[config.mk]
export PLATFORM = sky130hd
export DESIGN_NAME = mult8_seq_ctrl
export DESIGN_NICKNAME = d
export VERILOG_FILES = /design/src/rtl/mult8_pkg.sv /design/src/rtl/multiplier.sv /design/src/rtl/mult8_seq_ctrl.sv
export SDC_FILE = /design/constraint.sdc
export NUM_CORES = 1
export LEC_CHECK = 0
export ABC_AREA = 1
export BUFFER_PORTS_ARGS = -buffer_cell sky130_fd_sc_hd__buf_2
export CAP_MARGIN = 10
export CORE_ASPECT_RATIO = 0.8
export CORE_MARGIN = 5
export CORE_UTILIZATION = 40
export CTS_BUF_LIST = sky130_fd_sc_hd__clkbuf_8 sky130_fd_sc_hd__clkbuf_16
export DETAILED_ROUTE_END_ITERATION = 7
export GPL_TIMING_DRIVEN = 0
export SYNTH_ARGS = -nofsm -noshare
export SYNTH_HDL_FRONTEND = slang
export SYNTH_SLANG_ARGS = --single-unit
[constraint.sdc]
create_clock -name clk -period 9.2 [get_ports clk]
set_input_delay 0.92 -clock clk [delete_from_list [all_inputs] [get_ports clk]]
set_output_delay 0.92 -clock clk [all_outputs]
set_load 0.01 [all_outputs]
[src/rtl/mult8_pkg.sv]
// Shared types and constants for the nibble-serial 8x8 multiplier controller.
// Step order and shift amounts live here so the datapath and any future users agree.
package mult8_pkg;

    typedef enum logic [1:0] {
        IDLE = 2'd0,
        CALC = 2'd1,
        DONE = 2'd2
    } state_t;

    localparam int STEPS = 4;
    localparam int NIB   = 4;

    localparam logic [1:0] LAST_STEP = 2'(STEPS - 1);

    // Shift applied to each step's 8-bit partial product before accumulation.
    localparam logic [3:0] SHIFT [STEPS] = '{4'd0, 4'd4, 4'd4, 4'd8};

endpackage

[src/rtl/multiplier.sv]
// Unsigned 4x4 -> 8 combinational array multiplier.
// Purely combinational: no latency, no flow control.
module multiplier (
    input  logic [3:0] x,
    input  logic [3:0] y,
    output logic [7:0] z
);

    always_comb begin
        z = '0;
        for (int i = 0; i < 4; i++) begin
            if (y[i]) begin
                z = z + ({4'b0, x} << i);
            end
        end
    end

endmodule

[src/rtl/mult8_seq_ctrl.sv]
// Unsigned 8x8 -> 16 product over four cycles through one shared 4x4 multiplier.
// Start accepted only in IDLE; done pulses 5 cycles after acceptance; start while busy is dropped.
module mult8_seq_ctrl
    import mult8_pkg::*;
(
    input  logic        clk,
    input  logic        rst_n,
    input  logic        start,
    input  logic [7:0]  a,
    input  logic [7:0]  b,
    output logic        busy,
    output logic        done,
    output logic [15:0] p
);

    state_t      state_q, state_d;
    logic [1:0]  step_q,  step_d;
    logic [15:0] acc_q,   acc_d;
    logic [7:0]  a_q,     a_d;
    logic [7:0]  b_q,     b_d;
    logic [15:0] p_q,     p_d;

    logic [3:0]  mul_x;
    logic [3:0]  mul_y;
    logic [7:0]  prod;
    logic [15:0] term;
    logic [15:0] acc_sum;

    // step[0] picks the high nibble of a, step[1] the high nibble of b.
    assign mul_x = step_q[0] ? a_q[2*NIB-1:NIB] : a_q[NIB-1:0];
    assign mul_y = step_q[1] ? b_q[2*NIB-1:NIB] : b_q[NIB-1:0];

    multiplier u_mul (
        .x (mul_x),
        .y (mul_y),
        .z (prod)
    );

    assign term    = {8'b0, prod} << SHIFT[step_q];
    assign acc_sum = acc_q + term;

    always_comb begin
        state_d = state_q;
        step_d  = step_q;
        acc_d   = acc_q;
        a_d     = a_q;
        b_d     = b_q;
        p_d     = p_q;
        case (state_q)
            IDLE: begin
                step_d = '0;
                if (start) begin
                    a_d     = a;
                    b_d     = b;
                    acc_d   = '0;
                    state_d = CALC;
                end
            end
            CALC: begin
                acc_d  = acc_sum;
                step_d = step_q + 2'd1;
                if (step_q == LAST_STEP) begin
                    p_d     = acc_sum;
                    state_d = DONE;
                end
            end
            DONE: begin
                step_d  = '0;
                state_d = IDLE;
            end
            default: begin
                step_d  = '0;
                state_d = IDLE;
            end
        endcase
    end

    always_ff @(posedge clk or negedge rst_n) begin
        if (!rst_n) begin
            state_q <= IDLE;
            step_q  <= '0;
            acc_q   <= '0;
            a_q     <= '0;
            b_q     <= '0;
            p_q     <= '0;
        end else begin
            state_q <= state_d;
            step_q  <= step_d;
            acc_q   <= acc_d;
            a_q     <= a_d;
            b_q     <= b_d;
            p_q     <= p_d;
        end
    end

    assign busy = (state_q != IDLE);
    assign done = (state_q == DONE);
    assign p    = p_q;

endmodule

==> flow_metrics.tcl <==
set metrics [dict create \
    period_share 0.605 \
    postCtsHoldBufs 0 \
    clk_pin_slew_worst_paths_ns 0.10 \
    fillers 868 \
    initial_core_util 0.412 \
    wirelength_um 8010 \
    worstMarginPinSlew_ns 0.681 \
    syn_area_per_cell_um2 7.79 \
    crit_required_ns 9.46 \
    path_delay_family "simple AND/OR/NAND/NOR gates" \
    start_kind "register" \
    ant_nets 0 \
    syn_to_final_growth_pct 12.3 \
    ys_ff_latch 52 \
    cts_tree "yes" \
    fin_tns_setup_ns 0 \
    dp_hpwl_um 6290 \
    min_path_type "reg2reg" \
    path_buf_inv 6 \
    antenna_cells 0 \
    place_congestion 0.902 \
    drv_slew 0 \
    synth-seq-area-share 0.369 \
    synth_warnings 0 \
    synth.area.top_cells "dfrtp_1 37%, nand2_1 12%, ha_1 9.2%" \
    core.rowCount 30 \
    cp_slowest_cell "dfrtp_1" \
    postSynthCellCount 453 \
    multi_input_area_um2 1970 \
    drc 0 \
    end_kind "register" \
    cts_root_buf "clkbuf_8" \
    clock.fmax_ghz 0.180 \
    regArea_um2 1300 \
    cts_resized 0 \
    portBuffers 36 \
    detail_route.wl_per_cell_um 13.2 \
    cts_max_path_buffers 2 \
    viasPerCell 4.84 \
    finalClockSkew_ns 0.0101 \
    synth_cell_type_count 34 \
    drt_iter0_markers 212 \
    fin_nets 543 \
    ios 37 \
    outcome "completed" \
    rsz0062_at_grt "no" \
    synth_top_area_frac 0.369 \
    cts_buffers 5 \
    die_x_um 115 \
    min_period_ns 5.57 \
    antenna_found_initial 0 \
    crit_top_cell "nand2_1" \
    crit_fanout 8 \
    synth.cell_area_um2 3530 \
    vias 2947 \
    clock-sinks 52 \
    track_usage 0.163 \
    htree_levels 2 \
    syn_nets 500 \
    drive_above_1_share 0.193 \
    layout_commonest_cell "nand2_1" \
    cts_setup_buffers 0 \
    most-common-layout-cells "110 x nand2_1, 53 x inv_1, 52 x dfrtp_1" \
    grt_pass1_wl_um 14200 \
    finalHoldViolations 0 \
    grt_max_degree 53 \
    drv_cap 0 \
    post-place-ws_ns 3.69 \
    layout_setup_ws_ns 3.63 \
    gr-total-overflow 0 \
    cpPeakStageDelay_ns 0.53 \
    setup.worst_path.class "reg2reg" \
    die_area_um2 10800 \
    firstDrtPassIters 4 \
    setup_viol 0 \
    die_y_um 94.0 \
    grt_pass1_vias 2942 \
    core-area_um2 8560 \
    yosys.area.top_type "dfrtp_1" \
    clk_latency_ns 0.32 \
    crit_arrival_ns 5.83 \
    relSlewSlack 0.546 \
]
path summary, 6_finish.rpt:
path | startpoint | end | slack [ns] | cells past startpoint
min in group asynchronous | rst_n | acc_q[12]$_DFFE_PN0P_ | 0.61 | 1
worst min-delay path | p[15]$_DFFE_PN0P_ | p[15]$_DFFE_PN0P_ | 0.49 | 2
worst max register to register | step_q[0]$_DFF_PN0_ | p[14]$_DFFE_PN0P_ | 3.63 | 38
worst min register to register | p[15]$_DFFE_PN0P_ | p[15]$_DFFE_PN0P_ | 0.49 | 2
worst max-delay path | step_q[0]$_DFF_PN0_ | p[14]$_DFFE_PN0P_ | 3.63 | 38
max in group asynchronous | rst_n | b_q[0]$_DFFE_PN0P_ | 8.11 | 1
through the flow:
stage / cells / instance area (µm²) / util / hold slack [ns]
after detailed placement: 601 / 3850 / 0.450 / 0.466
final: 609 / 3960 / 0.463 / 0.489
after floorplan: 453 / 3530 / - / 0.456
after global routing: 609 / 3960 / 0.463 / 0.513
after CTS: 609 / 3960 / 0.463 / 0.491
after global placement: 601 / 3850 / 0.450 / 0.459
registers in the layout, indices dropped and copies added, names as in the netlist:
signal and count:
state_q 2, b_q 8, acc_q 16, step_q 2, p 16, a_q 8
kinds of logic after synthesis:
group	after synthesis	share of synthesized area
adders and majority gates	28	0.104
muxes	12	0.0379
and+or+nand+nor	202	0.261
buffers and inverters	67	0.0716
AOI/OAI and AO/OA	78	0.123
xor gates and xnor gates	14	0.0348
DFF	52	0.369
tightest hold or removal path, cell delays in order, from the launching register on:
cell     delay, ns
dfrtp_1       0.36
nand2_1       0.05
nand2_1       0.05
area by class of cell:
| type | count | area share |
|---|---|---|
| Inverter | 57 | 0.0540 |
| Timing Repair Buffer | 36 | 0.0461 |
| Sequential cell | 52 | 0.328 |
| Tap cell | 112 | 0.0354 |
| Multi-Input combinational cell | 334 | 0.498 |
| Clock buffer | 5 | 0.0174 |
| Buffer | 10 | 0.00979 |
| Clock inverter | 3 | 0.0107 |
per-layer routing:
metal  global-route usage  wire [µm]
met1                0.246       4270
met3               0.0225        307
met4               0.0391         80
met5                    0          0
met2                0.243       3350
cell usage after synthesis (all sizes together):
cell type and number:
nor2 32, or2 2, nand3 30, ha 26
a21boi 1, nand2 132, o21ai 46, xor2 5
a21oi 24, o211ai 2, dfrtp 52, nor3 2
o22ai 1, nand3b 1, inv 57, xnor2 9
buf 1, nand4 2, a31oi 2, mux2 11
and2 1, a21o 2, clkbuf 9, fa 2
mux2i 1
Power is not shown: default switching activity piles up to over one toggle a cycle in this logic, so the estimate is an artifact.
